## config.mk

```make
export PLATFORM = sky130hd
export DESIGN_NAME = rom_line_fetcher
export DESIGN_NICKNAME = d
export VERILOG_FILES = /design/src/rtl/rom_line_fetcher.sv
export SDC_FILE = /design/constraint.sdc
export NUM_CORES = 1
export LEC_CHECK = 0
export BUFFER_PORTS_ARGS = -buffer_cell sky130_fd_sc_hd__buf_2
export CORE_MARGIN = 3
export CORE_UTILIZATION = 30
export CTS_CLUSTER_DIAMETER = 50
export DETAILED_ROUTE_END_ITERATION = 16
export SLEW_MARGIN = 30
export SYNTH_ARGS = -nofsm -noshare
export SYNTH_HDL_FRONTEND = slang
export SYNTH_SLANG_ARGS = --single-unit
export TNS_END_PERCENT = 50
```

## constraint.sdc

```tcl
create_clock -name clk -period 2.4 [get_ports clk]
set_input_delay 0.48 -clock clk [delete_from_list [all_inputs] [get_ports clk]]
set_output_delay 0.48 -clock clk [all_outputs]
set_load 0.05 [all_outputs]
```

## src/rtl/rom_line_fetcher.sv

```systemverilog
// rom_line_fetcher
//
// Read-side client of a 128-bit program ROM. The ROM has a registered output,
// a one-cycle read latency and no read enable. This block walks line addresses
// sequentially and parks the returning lines in a 2-entry FIFO. From there the
// quad-issue decoder takes them over a valid/ready handshake.
//
// Handshake: a line transfers on a rising clk edge where line_valid and
// line_ready are both high. line_valid never depends combinationally on
// line_ready. While line_ready is low, line_valid, line_data, line_addr and
// line_mask hold their values until the transfer happens or a redirect
// flushes the buffer.
//
// Optional build macro: FETCH_PERF_EN adds the perf_lines and perf_bubbles
// counters. When the macro is undefined those ports and registers are not
// present.
//
// Ports:
//   clk            - single clock, shared with the ROM read port
//   reset_n        - asynchronous active-low reset, synchronous release
//   rom_addr       - ROM line address; the ROM samples it on every posedge
//   rom_dout       - ROM data for the address sampled at the previous edge
//   redirect_valid - single-cycle branch/exception redirect strobe
//   redirect_addr  - target instruction address: line in [ADDR_WIDTH+1:2],
//                    lane in [1:0]
//   line_valid     - buffer head holds a line
//   line_ready     - decoder accepts the head line
//   line_data      - head line (lane 0 = bits 31:0), zero when not valid
//   line_addr      - ROM line address of the head line, zero when not valid
//   line_mask      - valid lanes of the head line, zero when not valid
//   perf_lines     - (FETCH_PERF_EN) count of lines handed to the decoder
//   perf_bubbles   - (FETCH_PERF_EN) count of cycles the decoder was ready
//                    but no line was available
module rom_line_fetcher #(
    parameter int ADDR_WIDTH = 13,
    parameter int LINE_WIDTH = 128,
    parameter int LANES      = 4,
    parameter int RESET_LINE = 0
) (
    input  logic                    clk,
    input  logic                    reset_n,
    output logic [ADDR_WIDTH-1:0]   rom_addr,
    input  logic [LINE_WIDTH-1:0]   rom_dout,
    input  logic                    redirect_valid,
    input  logic [ADDR_WIDTH+1:0]   redirect_addr,
    output logic                    line_valid,
    input  logic                    line_ready,
    output logic [LINE_WIDTH-1:0]   line_data,
    output logic [ADDR_WIDTH-1:0]   line_addr,
    output logic [LANES-1:0]        line_mask
`ifdef FETCH_PERF_EN
    ,
    output logic [31:0]             perf_lines,
    output logic [31:0]             perf_bubbles
`endif
);

    localparam logic [ADDR_WIDTH-1:0] RESET_PTR = ADDR_WIDTH'(RESET_LINE);

    // Fetch pointer and the address of the request currently inside the ROM.
    logic [ADDR_WIDTH-1:0] fetch_ptr_q, fetch_ptr_d;
    logic [ADDR_WIDTH-1:0] req_addr_q,  req_addr_d;
    logic                  inflight_q,  inflight_d;

    // Two-entry line buffer.
    logic [LINE_WIDTH-1:0] buf_data_q [2];
    logic [LINE_WIDTH-1:0] buf_data_d [2];
    logic [ADDR_WIDTH-1:0] buf_addr_q [2];
    logic [ADDR_WIDTH-1:0] buf_addr_d [2];
    logic [LANES-1:0]      buf_mask_q [2];
    logic [LANES-1:0]      buf_mask_d [2];
    logic [1:0]            count_q,  count_d;
    logic                  rd_ptr_q, rd_ptr_d;
    logic                  wr_ptr_q, wr_ptr_d;

    // First-line lane mask armed by a redirect, consumed by the next push.
    logic                  pend_valid_q, pend_valid_d;
    logic [LANES-1:0]      pend_mask_q,  pend_mask_d;

    logic                  pop;
    logic                  push;
    logic                  issue;
    logic [2:0]            occupancy;
    logic [LANES-1:0]      redirect_mask;
    logic [LANES-1:0]      all_lanes;

`ifdef FETCH_PERF_EN
    logic [31:0]           perf_lines_q,   perf_lines_d;
    logic [31:0]           perf_bubbles_q, perf_bubbles_d;
`endif

    // Outputs are forced to zero while the buffer is empty. Entries left over
    // after a flush therefore never show through.
    always_comb begin
        line_valid = (count_q != 2'd0);
        line_data  = line_valid ? buf_data_q[rd_ptr_q] : '0;
        line_addr  = line_valid ? buf_addr_q[rd_ptr_q] : '0;
        line_mask  = line_valid ? buf_mask_q[rd_ptr_q] : '0;
        rom_addr   = fetch_ptr_q;
    end

    always_comb begin
        all_lanes     = '1;
        // Lanes below the target lane are cleared; lane 2 gives 4'b1100.
        redirect_mask = all_lanes << redirect_addr[1:0];

        pop       = line_valid && line_ready;
        occupancy = {1'b0, count_q} + {2'b00, inflight_q};
        // A request is only sent when a buffer slot is guaranteed for its
        // data. Every line already in the buffer or still in the ROM holds one
        // of the two slots. A pop on this same edge frees one slot.
        issue     = !redirect_valid &&
                    ((occupancy < 3'd2) || ((occupancy == 3'd2) && pop));
        // A redirect cancels whatever the ROM is returning this edge.
        push      = inflight_q && !redirect_valid;

        fetch_ptr_d  = fetch_ptr_q;
        req_addr_d   = req_addr_q;
        inflight_d   = inflight_q;
        buf_data_d   = buf_data_q;
        buf_addr_d   = buf_addr_q;
        buf_mask_d   = buf_mask_q;
        count_d      = count_q;
        rd_ptr_d     = rd_ptr_q;
        wr_ptr_d     = wr_ptr_q;
        pend_valid_d = pend_valid_q;
        pend_mask_d  = pend_mask_q;

        if (redirect_valid) begin
            // Flush. A pop on this edge still completes. The decoder already
            // owns that line, so dropping the whole buffer is correct.
            count_d      = 2'd0;
            rd_ptr_d     = 1'b0;
            wr_ptr_d     = 1'b0;
            inflight_d   = 1'b0;
            fetch_ptr_d  = redirect_addr[ADDR_WIDTH+1:2];
            pend_valid_d = 1'b1;
            pend_mask_d  = redirect_mask;
        end else begin
            inflight_d = issue;
            if (issue) begin
                req_addr_d  = fetch_ptr_q;
                fetch_ptr_d = fetch_ptr_q + ADDR_WIDTH'(1);
            end
            if (push) begin
                buf_data_d[wr_ptr_q] = rom_dout;
                buf_addr_d[wr_ptr_q] = req_addr_q;
                buf_mask_d[wr_ptr_q] = pend_valid_q ? pend_mask_q : all_lanes;
                pend_valid_d         = 1'b0;
                wr_ptr_d             = ~wr_ptr_q;
            end
            if (pop) begin
                rd_ptr_d = ~rd_ptr_q;
            end
            case ({push, pop})
                2'b10:   count_d = count_q + 2'd1;
                2'b01:   count_d = count_q - 2'd1;
                default: count_d = count_q;
            endcase
        end
    end

    always_ff @(posedge clk or negedge reset_n) begin
        if (!reset_n) begin
            fetch_ptr_q  <= RESET_PTR;
            req_addr_q   <= '0;
            inflight_q   <= 1'b0;
            count_q      <= 2'd0;
            rd_ptr_q     <= 1'b0;
            wr_ptr_q     <= 1'b0;
            pend_valid_q <= 1'b0;
            pend_mask_q  <= '0;
            for (int i = 0; i < 2; i++) begin
                buf_data_q[i] <= '0;
                buf_addr_q[i] <= '0;
                buf_mask_q[i] <= '0;
            end
        end else begin
            fetch_ptr_q  <= fetch_ptr_d;
            req_addr_q   <= req_addr_d;
            inflight_q   <= inflight_d;
            count_q      <= count_d;
            rd_ptr_q     <= rd_ptr_d;
            wr_ptr_q     <= wr_ptr_d;
            pend_valid_q <= pend_valid_d;
            pend_mask_q  <= pend_mask_d;
            for (int i = 0; i < 2; i++) begin
                buf_data_q[i] <= buf_data_d[i];
                buf_addr_q[i] <= buf_addr_d[i];
                buf_mask_q[i] <= buf_mask_d[i];
            end
        end
    end

`ifdef FETCH_PERF_EN
    // Redirects do not clear these counters; only reset does.
    always_comb begin
        perf_lines_d   = perf_lines_q;
        perf_bubbles_d = perf_bubbles_q;
        if (pop) begin
            perf_lines_d = perf_lines_q + 32'd1;
        end
        if (line_ready && !line_valid) begin
            perf_bubbles_d = perf_bubbles_q + 32'd1;
        end
    end

    always_ff @(posedge clk or negedge reset_n) begin
        if (!reset_n) begin
            perf_lines_q   <= '0;
            perf_bubbles_q <= '0;
        end else begin
            perf_lines_q   <= perf_lines_d;
            perf_bubbles_q <= perf_bubbles_d;
        end
    end

    assign perf_lines   = perf_lines_q;
    assign perf_bubbles = perf_bubbles_q;
`endif

endmodule

```

; After elaboration in Yosys (flattened, before gate mapping)
; Index checks and enable logic that the tools add are counted.
[word_totals]
register_bits = 326
latch_bits = 0
ram_bits = 0
mem_bits_ro = 0
memories = 0
[classes]
add_sub_neg = 4
multipliers = 0
n_div = 0
order_cmp = 4
eq_ne = 3
shifts = 1
n_mux = 33
bitwise = 5
reduce_logical = 14
[ops]
columns = cell, n
row1 = 128-bit two-way mux, 5
row2 = 256-bit bitwise mux, 1
row3 = 128-bit demux with 1-bit select, 1
row4 = 13-bit two-way mux, 7
row5 = 26-bit bitwise mux, 1
row6 = 4-bit two-way mux, 6
row7 = 13-bit by 1-bit adder with 13-bit output (second input constant), 1
row8 = 13-bit demux with 1-bit select, 1
row9 = 8-bit bitwise mux, 1
row10 = 2-bit nonzero test, 4
row11 = 1-bit two-way mux, 7
row12 = 1-bit logical AND, 5
row13 = 4-bit demux with 1-bit select, 1
row14 = 2-bit >= comparator (second input constant), 2
row15 = 1-bit NOT with 2-bit output, 2
row16 = 2-bit case mux with 2 select lines, 1
row17 = 2-bit AND reduction, 2
row18 = 4-bit by 2-bit << shifter with 4-bit output (first input constant), 1
row19 = 2-bit by 1-bit adder with 3-bit output, 1
row20 = 3-bit by 2-bit equality test with 1-bit output (second input constant), 1
row21 = 3-bit by 2-bit < comparator with 1-bit output (second input constant), 1
row22 = 1-bit NOT, 3
row23 = 3-bit nonzero test, 1
row24 = 2-bit by 1-bit adder with 2-bit output (second input constant), 1
row25 = other kinds (7), 7

; Logic depth before layout (Yosys ltp)
[depth]
depth_word = 7
depth_mapped = 8
mapped_depth_nobuf = 7

; Least setup slack after synthesis
; Ideal clock, no wire load.
[synth_timing]
path_type = reg-to-output
startpoint = register rd_ptr_q
endpoint = output port line_data[100]
arrival_time_ns = 1.811
required_ns = 1.920
slack_ns = 0.109
stages_incl_launch_ff = 5
path_cell_list = dfrtp_1 clkbuf_1 buf_1 mux2i_1 nor2_1
[synth_via]
elab_chain_cells = 5
[synth_rtl]
columns = item, line_no
row1 = start: declaration, 73  ; logic rd_ptr_q, rd_ptr_d;
row2 = start signal: assignment, 183  ; rd_ptr_q <= rd_ptr_d;
row3 = 1-bit NOT with 2-bit output (implied by the code), 96  ; line_data = line_valid ? buf_data_q[rd_ptr_q] : '0;
row4 = 128-bit two-way mux (implied by the code) (3 in series), 96
row5 = 128-bit two-way mux, 96
row6 = end: declaration, 48  ; output logic [LINE_WIDTH-1:0] line_data,
; No other way between the ends. The select of a mux whose other input is x is not followed.

; Worst setup path in the final report
[layout_timing]
startpoint = register rd_ptr_q
endpoint = output port line_data[54]
; Same word-level chain as after synthesis.

==> reports/results.ini <==
[run_status]
status=complete, no violations

[yosys]
yosys-top-cells-area=dfrtp_1 (56%), mux2_2 (23%), mux2i_1 (10%)
synth_compound_area_share_pct=1.79
syn_nets=1257
synth_top_family_by_area=multiplexers
synthAdderAreaFrac_pct=0.344
ys_types=34
syn_area_per_cell_um2=13.1
ys_seq_area_share_pct=56.1
synthMuxAreaShare_pct=32.9
synthSimpleGateAreaFrac_pct=6.04
ys_ff_latch=326
postSynthCellCount=1106
synth_top_area_share_pct=56.1
synth_xor_xnor_area_share_pct=0.301
yosys.area.top_type=dfrtp_1
syn-cell-area_um2=14500
ys_warn_count=0

[critical_path]
cp_slowest_stage_delay_ps=510
crit_buf_inv=3
worst-path-stages=5
path_class=flip-flop to primary output
crit_path_cell_trace=buf_16 > buf_6 > mux2i_1 > nor2_1 > buf_6
crit_top_cell=buf_6
critPathLaunchType=flip-flop
cp_max_fo=16
r2r_cells=8
end_kind=primary output
crit_family=buffers and inverters
critical_path_required_ps=1920
reg2reg_setup_slack_ps=30
worstPathArrival_ps=1910
crit_slowest_cell=dfrtp_4

[clock_tree]
cts_tree=yes
root_buffer=clkbuf_16
cts_buffers=43
clock_tree.htree_level_count=2
ctsLongestPathBuffers=3
clk_latency_ps=550
clk_pin_slew_ps=60
cts_sinks=326

[drt]
drtPass1Iterations=4
drt-vias-per-instance=4.74
drt_iter0_drc=429
final_antenna_net_count=0
vias=9993
wl_per_cell_um=18.0
drcViolationCount=0
wl_mm=37.9

[finish]
nNetsFinal=1611
area_delta_synth_final_pct=36.2
final_common_cell=dfrtp_1
fin_area_um2=19800
layout-drive-gt1-share_pct=51.3
fin_util_pct=41.5
layout_common_cells=dfrtp_1 (323), mux2_2 (295), buf_2 (167), nor2_1 (155), mux2i_1 (146)
fillers=4506

[grt]
grt_pass1_wl_mm=57.6
track_usage_pct=14.2
grt_overflow_total=0
grt_max_degree=81
antenna_found_initial=2
grt_pass1_vias=10500

[floorplanning]
die_y_um=226
die_area_um2=51100
rows=80
core_area_um2=47700
start_util_pct=30.4
ios=306
die_w_um=226

[flow_run]
cap_viol_max_count=0

[sta]
grt_setup_unrepaired=yes
finalCriticalPeriod_ps=2390
max_freq_mhz=419
clock_skew_ps=8.36
finalCritPeriodShare_pct=99.5
slew_headroom_pct=61.7
hold_viol=0
finalSetupViolations=0
whs_ps=141
worst_pin_slew_ps=574
slew_violations=0

[placement]
io_buffer_count=305
place_hpwl_mm=23.3
gp_congestion=0.787
placed_area_um2=17000

[power]
powerDensity_nw_per_um2=1050
leakage_uw=0.00866
irDropWorstVdd_mv=0.652
total_power_uw=20700

[hold_path]
min_path_type=primary input to flip-flop
holdPathStages=2

-- sequential cells by signal, indices dropped and copies added (netlist names) --
signal        flops
rom_addr         13
rd_ptr_q          1
buf_mask_q        8
pend_mask_q       4
req_addr_q       13
pend_valid_q      1
wr_ptr_q          1
inflight_q        1
buf_data_q      256
count_q           2
buf_addr_q       26
-- synth_stat cells (all sizes together) --
cell type	instances
nor2	168
mux2i	146
nand4	3
o211ai	3
a41oi	1
and3	1
ha	4
o31ai	7
clkbuf	23
nor3b	1
and4	1
o41ai	1
o21ai	12
a21oi	6
nand2	19
buf	49
or4	9
or2	1
dfrtp	326
xor2	2
mux2	295
nand3b	1
a2111oi	1
inv	6
a31oi	8
nor3	1
nand3	7
or3	1
xnor2	3
-- routing by layer --
metal	share of wire, %	vias to the layer above	track usage (%)	wire length [µm]
met5	0.034	-	0	13
met4	2.1	2	3.61	787
met3	5.9	55	3.65	2230
met2	47	264	23.1	18000
met1	45	5073	18.9	16900
li1	-	4599	-	-
-- logic make-up (layout without fill, tap and decap cells) --
group | Yosys count | count (layout)
simple gates | 213 | 213
compound gates | 39 | 40
mux | 441 | 441
flops | 326 | 326
buf+inv | 78 | 462
xor+xnor | 5 | 5
fa+ha+maj | 4 | 4
other cells | 0 | 1
-- stage by stage --
stage	worst slack [ps]	setup TNS (ps)	cells
2_1_floorplan	109	0	1106
3_3_place_gp	275	0	1998
3_5_place_dp	272	0	1998
4_1_cts	-146	-3970	2096
5_1_grt	-91.5	-3210	2106
6_report	12.4	0	2107
-- worst paths after layout --
check | start | to
max in group asynchronous | reset_n | buf_data_q[27]$_DFFE_PN0P_
min in group asynchronous | reset_n | buf_data_q[238]$_DFFE_PN0P_
worst min-delay path | redirect_addr[0] | pend_mask_q[0]$_DFFE_PN0P_
worst min register to register | buf_mask_q[3]$_DFFE_PN0P_ | buf_mask_q[3]$_DFFE_PN0P_
worst max-delay path | rd_ptr_q$_DFFE_PN0P_ | line_data[54]
worst max register to register | count_q[0]$_DFFE_PN0P_ | rom_addr[12]$_DFFE_PN0P_
-- what timing repair did --
| item | CTS | global route |
|---|---|---|
| resized for setup | 168 | 131 |
| hold buffers | 1 | 0 |
| buffers inserted | 15 | 6 |
| gates cloned | 7 | 4 |
| pin swaps | 6 | 9 |
| hold endpoints to repair | 45 | 0 |
| endpoints found under the setup margin | 145 | 140 |
-- report_power, final --
part / internal [µW] / switching [µW] / leakage [µW]
sequential: 7320 / 922 / 0.00386
combinational: 2870 / 3160 / 0.00410
clock: 4000 / 2420 / 0.000697
total: 14200 / 6510 / 0.00866
-- final cells by class --
cell class                      count  area (µm²)  area share, %
Sequential cell                   326        8160           41.2
Multi-Input combinational cell    703        6090           30.8
Timing Repair Buffer              380        3310           16.7
Clock buffer                       55        1170           5.92
Tap cell                          615         769           3.89
Clock inverter                     21         267           1.35
Inverter                            6        22.5          0.114
Antenna cell                        1        2.50         0.0126
No activity file was read; power rests on OpenSTA's default activity.
